<file path="src/rtl/cr16_exec_ctrl.sv">
// Run/debug sequencer for the CR16 core: warm-up wait, free-run, single-step,
// external halt and PC breakpoint, all driving the core enable from one FSM.
module cr16_exec_ctrl #(
    parameter logic [15:0] P_COLD_CLK_CYCLES = 16'd1,
    parameter logic [15:0] P_MAX_PC          = 16'd20,
    parameter logic [15:0] P_STEP_TIMEOUT    = 16'd8,
    parameter logic        P_START_RUNNING   = 1'b1
) (
    input  logic        I_CLK,
    input  logic        I_NRESET,
    input  logic        I_RUN,
    input  logic        I_STEP,
    input  logic        I_HALT,
    input  logic        I_BREAK_EN,
    input  logic [15:0] I_BREAK_PC,
    input  logic [15:0] I_PC,
    output logic        O_CR16_ENABLE,
    output logic [1:0]  O_STATE,
    output logic [2:0]  O_HALT_CAUSE,
    output logic        O_DONE,
    output logic [15:0] O_INSTR_COUNT
);

    localparam logic [1:0] ST_WARMUP = 2'd0;
    localparam logic [1:0] ST_RUN    = 2'd1;
    localparam logic [1:0] ST_STEP   = 2'd2;
    localparam logic [1:0] ST_HALT   = 2'd3;

    logic [1:0]  state;
    logic [1:0]  state_nxt;
    logic [15:0] warm_cnt;
    logic [15:0] step_cnt;
    logic [15:0] step_pc;
    logic [15:0] pc_prev;
    logic [15:0] instr_count;
    logic [2:0]  halt_cause;
    logic        run_prev;
    logic        step_prev;
    logic        bp_mask;

    logic done;
    logic bp;
    logic stop;
    logic run_edge;
    logic step_edge;
    logic pc_changed;
    logic step_exit;
    logic leave_halt;
    logic enable;

    // Control inputs are plain levels sampled every cycle; there is no
    // valid/ready handshake, only rising-edge detection on I_RUN and I_STEP.
    assign done       = (I_PC > P_MAX_PC);
    assign bp         = I_BREAK_EN & (I_PC == I_BREAK_PC) & ~bp_mask;
    assign stop       = done | bp | I_HALT;
    assign run_edge   = I_RUN & ~run_prev;
    assign step_edge  = I_STEP & ~step_prev;
    assign pc_changed = (I_PC != pc_prev);
    assign step_exit  = (I_PC != step_pc) | done | (step_cnt == P_STEP_TIMEOUT - 16'd1);
    assign leave_halt = (state == ST_HALT) & ~done & (step_edge | (run_edge & ~I_HALT));

    always_comb begin
        enable    = 1'b0;
        state_nxt = state;
        case (state)
            ST_WARMUP: begin
                if (warm_cnt == P_COLD_CLK_CYCLES)
                    state_nxt = P_START_RUNNING ? ST_RUN : ST_HALT;
            end
            ST_RUN: begin
                // Zero-latency stop so the core never executes past a stop condition.
                enable = ~stop;
                if (stop)
                    state_nxt = ST_HALT;
            end
            ST_STEP: begin
                enable = ~done;
                if (step_exit)
                    state_nxt = ST_HALT;
            end
            default: begin
                if (leave_halt)
                    state_nxt = step_edge ? ST_STEP : ST_RUN;
            end
        endcase
    end

    always_ff @(posedge I_CLK or negedge I_NRESET) begin
        if (!I_NRESET) begin
            state       <= ST_WARMUP;
            warm_cnt    <= 16'd0;
            step_cnt    <= 16'd0;
            step_pc     <= 16'd0;
            pc_prev     <= 16'd0;
            instr_count <= 16'd0;
            halt_cause  <= 3'b000;
            run_prev    <= 1'b0;
            step_prev   <= 1'b0;
            bp_mask     <= 1'b0;
        end else begin
            state     <= state_nxt;
            run_prev  <= I_RUN;
            step_prev <= I_STEP;
            pc_prev   <= I_PC;

            if (state == ST_WARMUP && warm_cnt != P_COLD_CLK_CYCLES)
                warm_cnt <= warm_cnt + 16'd1;

            if (state == ST_RUN && stop)
                halt_cause <= {I_HALT, bp, done};
            else if (state == ST_STEP && step_exit)
                halt_cause <= {1'b1, 1'b0, done};
            else if (leave_halt)
                halt_cause <= 3'b000;

            if (leave_halt && step_edge) begin
                step_pc  <= I_PC;
                step_cnt <= 16'd0;
            end else if (state == ST_STEP && !step_exit) begin
                step_cnt <= step_cnt + 16'd1;
            end

            // Resuming from a breakpoint must not re-hit the same PC.
            if (leave_halt && I_PC == I_BREAK_PC)
                bp_mask <= 1'b1;
            else if (pc_changed)
                bp_mask <= 1'b0;

            if (enable && pc_changed && instr_count != 16'hFFFF)
                instr_count <= instr_count + 16'd1;
        end
    end

    assign O_CR16_ENABLE = enable;
    assign O_STATE       = state;
    assign O_HALT_CAUSE  = halt_cause;
    assign O_DONE        = done;
    assign O_INSTR_COUNT = instr_count;

endmodule

</file>
<file path="config.mk">
export PLATFORM = sky130hd
export DESIGN_NAME = cr16_exec_ctrl
export DESIGN_NICKNAME = d
export VERILOG_FILES = /design/src/rtl/cr16_exec_ctrl.sv
export SDC_FILE = /design/constraint.sdc
export NUM_CORES = 1
export LEC_CHECK = 0
export ABC_AREA = 1
export ABC_CLOCK_PERIOD_IN_PS = 4600
export BUFFER_PORTS_ARGS = -buffer_cell sky130_fd_sc_hd__buf_4
export CORE_MARGIN = 2
export CORE_UTILIZATION = 60
export DETAILED_ROUTE_END_ITERATION = 7
export GPL_TIMING_DRIVEN = 0
export PLACE_DENSITY = 0.82
export SETUP_SLACK_MARGIN = 0.3
export SLEW_MARGIN = 30
export SYNTH_ARGS = -nofsm -noshare
export SYNTH_HDL_FRONTEND = slang
export SYNTH_SLANG_ARGS = --single-unit
</file>
<file path="constraint.sdc">
create_clock -name I_CLK -period 4.6 [get_ports I_CLK]
set_input_delay 0.69 -clock I_CLK [delete_from_list [all_inputs] [get_ports I_CLK]]
set_output_delay 0.69 -clock I_CLK [all_outputs]
set_load 0.03 [all_outputs]
</file>
==> run summary <==
Status: finished, final reports clean
Most frequent cell after synthesis: nand2_1
Synth top area cells: dfrtp_1 (42%), nand2_1 (17%), inv_1 (8.2%), nor2_1 (5.5%), nand3_1 (4.9%)
Worst EP required: 3.91 ns
Crit-path cells: buf_4, inv_1, nand3_1, nor3_4, nand2_4, nor2_4, nand3_2, a21oi_1, buf_4
Max Slew Vio Count: 0
Synth Flop Type: dfrtp_1
Power Total: 1900 uW
Slew HR: 0.472
Largest family of logic cells by synthesized area: simple AND/OR/NAND/NOR gates
Initial antenna violation count: 0
Syn Inst Count: 727
Total Wirelength: 11.7 mm
Root Buffer: clkbuf_8
IO Port Bufs: 60
Critical Path Slowest Stage Cell: nor3_4
Number of vias per cell: 5.26
Vias in the first global route: 4577
CTS Buf Count: 9
P&R area growth vs syn: 15.1%
EDFF count, synth: 0
Place WS: 1.81 ns
CP Buf/Inv Count: 3
Vias post-DR: 4792
CP max stage delay: 0.29 ns
Metal-1 WL: 5.17 mm
First-pass GRT wire length: 20.3 mm
Post-synth top area cell: dfrtp_1
Clock Latency Late Sink: 0.36 ns
Post-route setup slack: 1.81 ns
Die H: 97.3 um
Postcts setup bufs: 0
Cells after DPL: 895
Simple-gate share of the synthesized area: 0.360
Post-synthesis instance area: 5220 um2
Post-route ant nets: 0
Routability cong.: 0.895
Post-synth ARST share: 1.00
Post-layout min period: 2.79 ns
Clock tree sinks: 88
Antenna Cells: 0
PwrDens: 316 nW/um2
Syn_area_per_cell: 7.19 um2
Mux share of post-synthesis cell area: 0
Layout cells sized above 1: 0.127
Seq/Total Area, Yosys: 0.422
Warning count from the yosys run: 0
Nets@finish: 845
Routed WL per cell: 12.9 um
Post-synthesis cell type count: 29
Remaining DRCs: 0
Post-DP Area: 5810 um2
CP Capture Type: primary output
I/O pin total: 61
GRT overflow: 0
Final Setup Violations: 0
Clock-pin slew on the worst setup and hold paths: 0.10 ns
Post-synthesis net count: 774
DRT Pass-1 Iters: 4
Pleak: 0.00327 uW
Top delay family on crit path: simple AND/OR/NAND/NOR gates
Met2 WL post-DR: 5.76 mm
XOR/XNOR Fraction of Synth Area: 0.0637
Crit Path Category: in2out
Cell mode on critical path: buf_4
Post-Layout Cell Count: 911
Core area: 8590 um2
Post-synth top area share: 0.422
Detailed Place HPWL: 8.51 mm
Startpoint Class: primary input
CTS tree: yes
Largest net degree at the start of global routing: 89
TNS Setup: 0 ns
Resize count post-CTS: 0
Measured slew at the worst slew-check pin: 0.792 ns
Worst Skew: 0.0125 ns
Hold Vio Cnt, Final: 0
Die X: 97.3 um
WL met3: 558 um
Post-Synth Adder-Cell Area: 0.0216
Clock buffer depth: 2
Most common library cells after synthesis: nand2_1 (232), inv_1 (114), dfrtp_1 (88), nor2_1 (77), nand3_1 (51)
# hold bufs at CTS: 0
Die footprint: 9470 um2
Worst EP arrival: 2.10 ns
Overall global routing resource usage: 0.257
RSZ-0062 raised after global routing: no
Synth Area in Compound Gates: 0.0287
Post-Layout Inst Area: 6010 um2
Crit Path Max Fanout: 5
MaxCap Viol Count: 0
Starting Density: 0.608
Maximum clock frequency: 358 MHz
Flops & latches, synth: 88
Detailed Route Iter0 Violations: 242
# H-tree levels: 3
Final period util: 0.607
Core Rows: 34
Maximum vdd drop: 0.223 mV
Top Metal Used: met4
Hold Crit Class: in2async
==> layout make-up <==
class / count / area (um2)
plain buffers: 14 / 100
clock buffers: 9 / 124
clock inverters: 7 / 76.3
fillers: 715 / 2580
inverters: 118 / 443
multi-input cells: 507 / 2480
flip-flops and latches: 88 / 2200
well taps: 108 / 135
repair buffers: 60 / 454
==> worst register-to-register path: cells and delay by family, from the launching register on <==
kind / cells / cell delay, ns
buffers and inverters: 2 / 0.22
adders and majority gates: 1 / 0.20
and+or+nand+nor: 8 / 1.09
DFF: 1 / 0.45
==> layout by cell type (no fill, tap or decap), types with 3 or more instances in the layout <==
cell type | synthesis | final
a21oi_1 | 4 | 4
buf_2 | 5 | 5
buf_4 | 2 | 61
buf_6 | 3 | 4
clkbuf_8 | 0 | 9
dfrtp_1 | 88 | 88
ha_1 | 9 | 9
inv_1 | 114 | 114
inv_2 | 4 | 4
inv_6 | 0 | 3
nand2_1 | 232 | 232
nand3_1 | 51 | 51
nand3_2 | 4 | 4
nand3b_1 | 5 | 5
nand4_1 | 33 | 33
nor2_1 | 77 | 77
nor3_1 | 15 | 15
nor4_1 | 4 | 4
o21ai_0 | 26 | 26
xnor2_1 | 13 | 13
xor2_1 | 25 | 25
==> metrics by stage <==
step / utilization / hold WS, ns
floorplan: - / 0.394
global placement: 0.676 / 0.468
detailed placement: 0.676 / 0.472
CTS: 0.700 / 0.415
global route: 0.700 / 0.432
finish: 0.700 / 0.353
==> kinds of logic (layout without fill, tap and decap cells) <==
group                      count (synthesis)  after routing
xor gates and xnor gates                  38             38
buffers and inverters                    132            208
and+or+nand+nor                          430            430
adders and majority gates                  9              9
DFF                                       88             88
AOI/OAI and AO/OA                         30             30
==> routing by layer <==
metal | track usage | vias to the layer above
met5 | 0 | -
met4 | 0.0855 | 0
met3 | 0.0388 | 20
met2 | 0.439 | 124
met1 | 0.338 | 2246
li1 | - | 2402
==> state kept, by name (all words and copies together) (netlist names), 2 cells and up <==
register	flops
O_INSTR_COUNT	16
pc_prev	16
step_cnt	16
step_pc	16
warm_cnt	16
O_HALT_CAUSE	3
O_STATE	2
==> worst paths after layout <==
check | cells after the start | slack (ns) | to | startpoint
setup reg to reg | 11 | 2.57 | O_INSTR_COUNT[0]$_DFFE_PN0P_ | O_INSTR_COUNT[0]$_DFFE_PN0P_
min in group I_CLK | 1 | 0.45 | run_prev$_DFF_PN0_ | I_RUN
hold reg to reg | 2 | 0.49 | step_pc[14]$_DFFE_PN0N_ | step_pc[14]$_DFFE_PN0N_
max in group asynchronous | 1 | 3.68 | O_STATE[1]$_DFFE_PN0P_ | I_NRESET
hold / removal | 1 | 0.35 | pc_prev[2]$_DFF_PN0_ | I_NRESET
setup / recovery | 9 | 1.81 | O_CR16_ENABLE | I_PC[13]
==> report_power, final <==
part           switching [uW]  internal [uW]  leakage (uW)  total (uW)
Clock                     294            256     0.0000966         550
Sequential               38.2            819       0.00115         857
Combinational             337            156       0.00203         493
No activity file was read; power rests on OpenSTA's default activity.
